<file path="src/rtl/funrv32_reg_access.sv">
// Operand-read sequencer for the single-read-port funrv32 register file: two serialized reads,
// x0 as zero, write forwarding, writeback pass-through. Optional macro: FUNRV32_RA_SNOOP_EN.
module funrv32_reg_access #(
    parameter int unsigned XLEN = 32,
    parameter int unsigned AW   = 5
) (
    input  logic            clk,
    input  logic            reset,
    input  logic            req_valid,
    output logic            req_ready,
    input  logic [AW-1:0]   req_rs1,
    input  logic [AW-1:0]   req_rs2,
    output logic            rsp_valid,
    input  logic            rsp_ready,
    output logic [XLEN-1:0] rsp_op1,
    output logic [XLEN-1:0] rsp_op2,
    input  logic            wb_valid,
    input  logic [AW-1:0]   wb_rd,
    input  logic [XLEN-1:0] wb_data,
    output logic            rf_we,
    output logic [AW-1:0]   rf_ad,
    output logic [XLEN-1:0] rf_rd,
    output logic [AW-1:0]   rf_a1,
    input  logic [XLEN-1:0] rf_r1
);

`ifdef FUNRV32_RA_SNOOP_EN
    localparam bit SnoopEn = 1'b1;
`else
    localparam bit SnoopEn = 1'b0;
`endif

    typedef enum logic [2:0] {
        S_IDLE,
        S_RD1,
        S_RD2,
        S_CAP,
        S_RESP
    } state_t;

    state_t          state_q, state_d;
    logic [AW-1:0]   rs1_q, rs1_d;
    logic [AW-1:0]   rs2_q, rs2_d;
    logic [XLEN-1:0] op1_q, op1_d;
    logic [XLEN-1:0] op2_q, op2_d;
    logic            fwd_q, fwd_d;
    logic [XLEN-1:0] fwd_data_q, fwd_data_d;
    logic            wb_live;
    logic            hit1;
    logic            hit2;

    assign wb_live = wb_valid & (wb_rd != '0);
    assign hit1    = wb_live & (wb_rd == rs1_q);
    assign hit2    = wb_live & (wb_rd == rs2_q);

    assign rf_we = wb_live & ~reset;
    assign rf_ad = wb_rd;
    assign rf_rd = wb_data;

    always_ff @(posedge clk) begin
        if (reset) begin
            state_q    <= S_IDLE;
            rs1_q      <= '0;
            rs2_q      <= '0;
            op1_q      <= '0;
            op2_q      <= '0;
            fwd_q      <= 1'b0;
            fwd_data_q <= '0;
        end else begin
            state_q    <= state_d;
            rs1_q      <= rs1_d;
            rs2_q      <= rs2_d;
            op1_q      <= op1_d;
            op2_q      <= op2_d;
            fwd_q      <= fwd_d;
            fwd_data_q <= fwd_data_d;
        end
    end

    // A single forward slot is shared: RD1 fills it for rs1 (consumed in RD2),
    // RD2 refills it for rs2 (consumed in CAP).
    always_comb begin
        state_d    = state_q;
        rs1_d      = rs1_q;
        rs2_d      = rs2_q;
        op1_d      = op1_q;
        op2_d      = op2_q;
        fwd_d      = fwd_q;
        fwd_data_d = fwd_data_q;
        case (state_q)
            S_IDLE: begin
                if (req_valid) begin
                    rs1_d   = req_rs1;
                    rs2_d   = req_rs2;
                    state_d = S_RD1;
                end
            end
            S_RD1: begin
                fwd_d      = hit1;
                fwd_data_d = wb_data;
                state_d    = S_RD2;
            end
            S_RD2: begin
                op1_d      = (rs1_q == '0) ? '0 : (fwd_q ? fwd_data_q : rf_r1);
                fwd_d      = hit2;
                fwd_data_d = wb_data;
                state_d    = S_CAP;
            end
            S_CAP: begin
                op2_d = (rs2_q == '0) ? '0 : (fwd_q ? fwd_data_q : rf_r1);
                fwd_d = 1'b0;
                if (SnoopEn && hit1) op1_d = wb_data;
                state_d = S_RESP;
            end
            S_RESP: begin
                if (SnoopEn && hit1) op1_d = wb_data;
                if (SnoopEn && hit2) op2_d = wb_data;
                if (rsp_ready) state_d = S_IDLE;
            end
            default: state_d = S_IDLE;
        endcase
    end

    always_comb begin
        req_ready = (state_q == S_IDLE);
        rsp_valid = (state_q == S_RESP);
        case (state_q)
            S_RD1:   rf_a1 = rs1_q;
            S_RD2:   rf_a1 = rs2_q;
            default: rf_a1 = '0;
        endcase
    end

    assign rsp_op1 = op1_q;
    assign rsp_op2 = op2_q;

endmodule

</file>
<file path="config.mk">
export PLATFORM = sky130hd
export DESIGN_NAME = funrv32_reg_access
export DESIGN_NICKNAME = d
export VERILOG_FILES = /design/src/rtl/funrv32_reg_access.sv
export SDC_FILE = /design/constraint.sdc
export NUM_CORES = 1
export LEC_CHECK = 0
export CAP_MARGIN = 15
export CELL_PAD_IN_SITES_DETAIL_PLACEMENT = 1
export CELL_PAD_IN_SITES_GLOBAL_PLACEMENT = 1
export CORE_ASPECT_RATIO = 2
export CORE_UTILIZATION = 25
export CTS_BUF_LIST = sky130_fd_sc_hd__clkbuf_8
export DETAILED_ROUTE_END_ITERATION = 7
export GPL_ROUTABILITY_DRIVEN = 0
export PLACE_DENSITY_LB_ADDON = 0.1
export SLEW_MARGIN = 25
export SYNTH_ARGS = -nofsm -noshare
export SYNTH_HDL_FRONTEND = slang
export SYNTH_SLANG_ARGS = --single-unit
</file>
<file path="constraint.sdc">
create_clock -name clk -period 1.8 [get_ports clk]
set_input_delay 0.45 -clock clk [delete_from_list [all_inputs] [get_ports clk]]
set_output_delay 0.45 -clock clk [all_outputs]
set_load 0.005 [all_outputs]
</file>
==> impl_metrics.tcl <==
set metrics [dict create \
    fin_nets 831 \
    failed_checks "DRC, setup timing" \
    viasPerCell 4.722 \
    dp.final_hpwl_mm 12.06 \
    drc_errors 28 \
    powerDensity_nw_per_um2 728.5 \
    setup.worst_path.start "state_q[0]" \
    r2r-start "state_q[0]" \
    arrival_ns 1.53 \
    fp-row-count 69 \
    hp-class "register to register" \
    clkTransAtPathRegs_ns 0.11 \
    dp.cells 922 \
    cts_sinks 110 \
    postSynthCellCount 526 \
    syn_avg_cell_area_um2 8.713 \
    yosysTopAreaCellShare 0.4805 \
    yosysWarnings 0 \
    drt_first_pass_iters 6 \
    final.setup.tns_ns -3.247 \
    dp_slack_ns -0.3652 \
    yosys-top-cells-area "dfxtp_1, a22oi_1, mux2_2" \
    period_share 1.102 \
    crit_fanout 5 \
    fp.dieH_um 193.5 \
    cts_tree "built" \
    run_status "complete, but fails checks" \
    maxCapViolCount 0 \
    cts_max_level 3 \
    ant_nets 0 \
    start_util 0.2565 \
    root_buffer "clkbuf_8" \
    fin_util 0.4304 \
    ios 193 \
    worstPathRequired_ns 1.35 \
    finalPower_uw 5604 \
    avgRoutedWirePerCell_um 18.19 \
    relSlewSlack 0.4465 \
    cts_hold_buf 0 \
    synth-main-ff-cell "dfxtp_1" \
    track_usage 0.1832 \
    async_flop_share 0 \
    fmax_mhz 504.1 \
    die_area_um2 18910 \
    criticalPathCategory "register to output port" \
    synth_seq_cells 110 \
    hold_start "fwd_data_q[30]" \
    grt_max_degree 75 \
    overflow 0 \
    syn_to_final_growth_pct 67.84 \
    tightest_slew_ns 0.8303 \
    maxSlewViolCount 0 \
    drt_iter0_markers 106 \
    synth_area_leader_cell "dfxtp_1" \
    ys_types 26 \
    finalSetupViolCount 39 \
    cts_max_path_buffers 2 \
    min_period_ns 1.984 \
    grt_pass1_vias 4960 \
    cts_buffers 9 \
    routed_wl_mm 17.56 \
    power_leakage_uw 0.002985 \
    antenna_found_initial 0 \
    vdd_drop_max_mv 0.4204 \
    yosysSeqAreaShare 0.4805 \
    clock_latency_ns 0.40 \
    rsz0062_at_grt "true" \
    cp-end-kind "output port" \
    synth-edff-count 0 \
    n_antenna_cell 0 \
    route.vias.total 4557 \
    fin_cells 965 \
    grt_pass1_wl_mm 26.83 \
    coreArea_um2 17870 \
    timing_hold_violations_final 0 \
    syn_area_um2 4583 \
    fin_skew_ns 0.01367 \
    setup_slack_ns -0.1836 \
    drive_gt1_frac 0.2726 \
    io_buffers 192 \
    start_kind "register" \
    die_x_um 97.74 \
    syn-num-nets 610 \
]
-- Yosys cell counts (2+ instances only) --
| cell | instances |
|---|---|
| buf_4 | 37 |
| nor2_1 | 75 |
| nand2_1 | 87 |
| and2_1 | 2 |
| xnor2_1 | 4 |
| mux2i_1 | 4 |
| nand2b_1 | 2 |
| o21ai_0 | 2 |
| mux2_2 | 32 |
| dfxtp_1 | 110 |
| clkbuf_1 | 38 |
| a22oi_1 | 69 |
| nor2b_1 | 3 |
| nor3_1 | 4 |
| a21oi_1 | 46 |
-- cells in the final DEF, fill, tap and decap left out, types with 2 or more instances in the layout --
cell type / count
clkdlybuf4s50_1: 143
dfxtp_1: 106
nand2_1: 86
nor2_1: 73
buf_4: 72
a21oi_1: 43
a22oi_1: 39
dlygate4sd2_1: 34
mux2_2: 32
a22oi_2: 30
buf_6: 12
clkbuf_8: 9
buf_12: 8
buf_2: 6
xnor2_1: 4
dfxtp_2: 4
inv_6: 3
clkbuf_16: 3
dlymetal6s2s_1: 3
nor2b_4: 2
nand2b_1: 2
nor3_1: 2
a21oi_4: 2
o21ai_0: 2
mux2i_2: 2
bufinv_16: 2
clkdlybuf4s15_1: 2
-- through the flow --
step	hold slack, ns	area [um^2]
2_1_floorplan	0.4329	4583
3_3_place_gp	0.4388	6950
3_5_place_dp	0.4462	6950
4_1_cts	0.4634	7315
5_1_grt	0.4831	7692
6_report	0.4593	7692
-- flip-flops by register name (all words and copies together), names as in the netlist --
register / cells
state_q: 3
rsp_op2: 32
rsp_op1: 32
rs1_q: 5
rs2_q: 5
fwd_q: 1
fwd_data_q: 32
-- power breakdown --
| part | internal [uW] | leakage, uW | switching, uW |
|---|---|---|---|
| logic | 688 | 0.00197 | 543 |
| clock network | 807 | 0.000117 | 938 |
| registers | 2550 | 0.000895 | 77.2 |
| total | 4050 | 0.00298 | 1560 |
-- worst paths after layout --
path,to,slack (ns),depth (start not counted)
hold / removal,fwd_data_q[30],0.46,2
hold reg to reg,fwd_data_q[30],0.46,2
setup reg to reg,rsp_op1[20],-0.13,9
setup / recovery,rf_a1[3],-0.18,6
-- per-layer routing --
metal,track usage,wire length (um),vias up
met2,0.3635,10010,131
li1,-,-,2201
met5,0,0,-
met1,0.1809,6402,2205
met4,0.07407,353,0
met3,0.03396,787,20
-- timing repair --
item | in CTS | in global routing
endpoints found under the setup margin | 78 | 31
gates resized for setup | 90 | 54
setup buffers | 14 | 12
gates cloned | 1 | 3
pin swaps | 15 | 12
-- kinds of logic (layout without fill, tap and decap cells) --
kind of cell           Yosys count  in the layout  synth area share
AO/OA/AOI/OAI                  123            123            0.1780
multiplexers                    36             36           0.08736
AND/OR/NAND/NOR                176            176            0.1515
flip-flops                     110            110            0.4805
buffers and inverters           77            303           0.09500
XOR/XNOR                         4              4          0.007643
-- layout make-up --
class,count,area [um^2]
clock inverter,7,102.6
clock buffer,9,123.9
timing repair buffer,286,2780
tap,213,266.5
inverter,1,3.754
fill,2055,10180
sequential,110,2207
multi-input combinational,339,2208
-- critical path: stages (launching register included) --
cell     delay (ns)
dfxtp_2        0.37
buf_6          0.10
nor2b_4        0.24
buf_6          0.15
a22oi_2        0.08
nor2_1         0.09
buf_2          0.12
No activity file was read; power rests on OpenSTA's default activity.
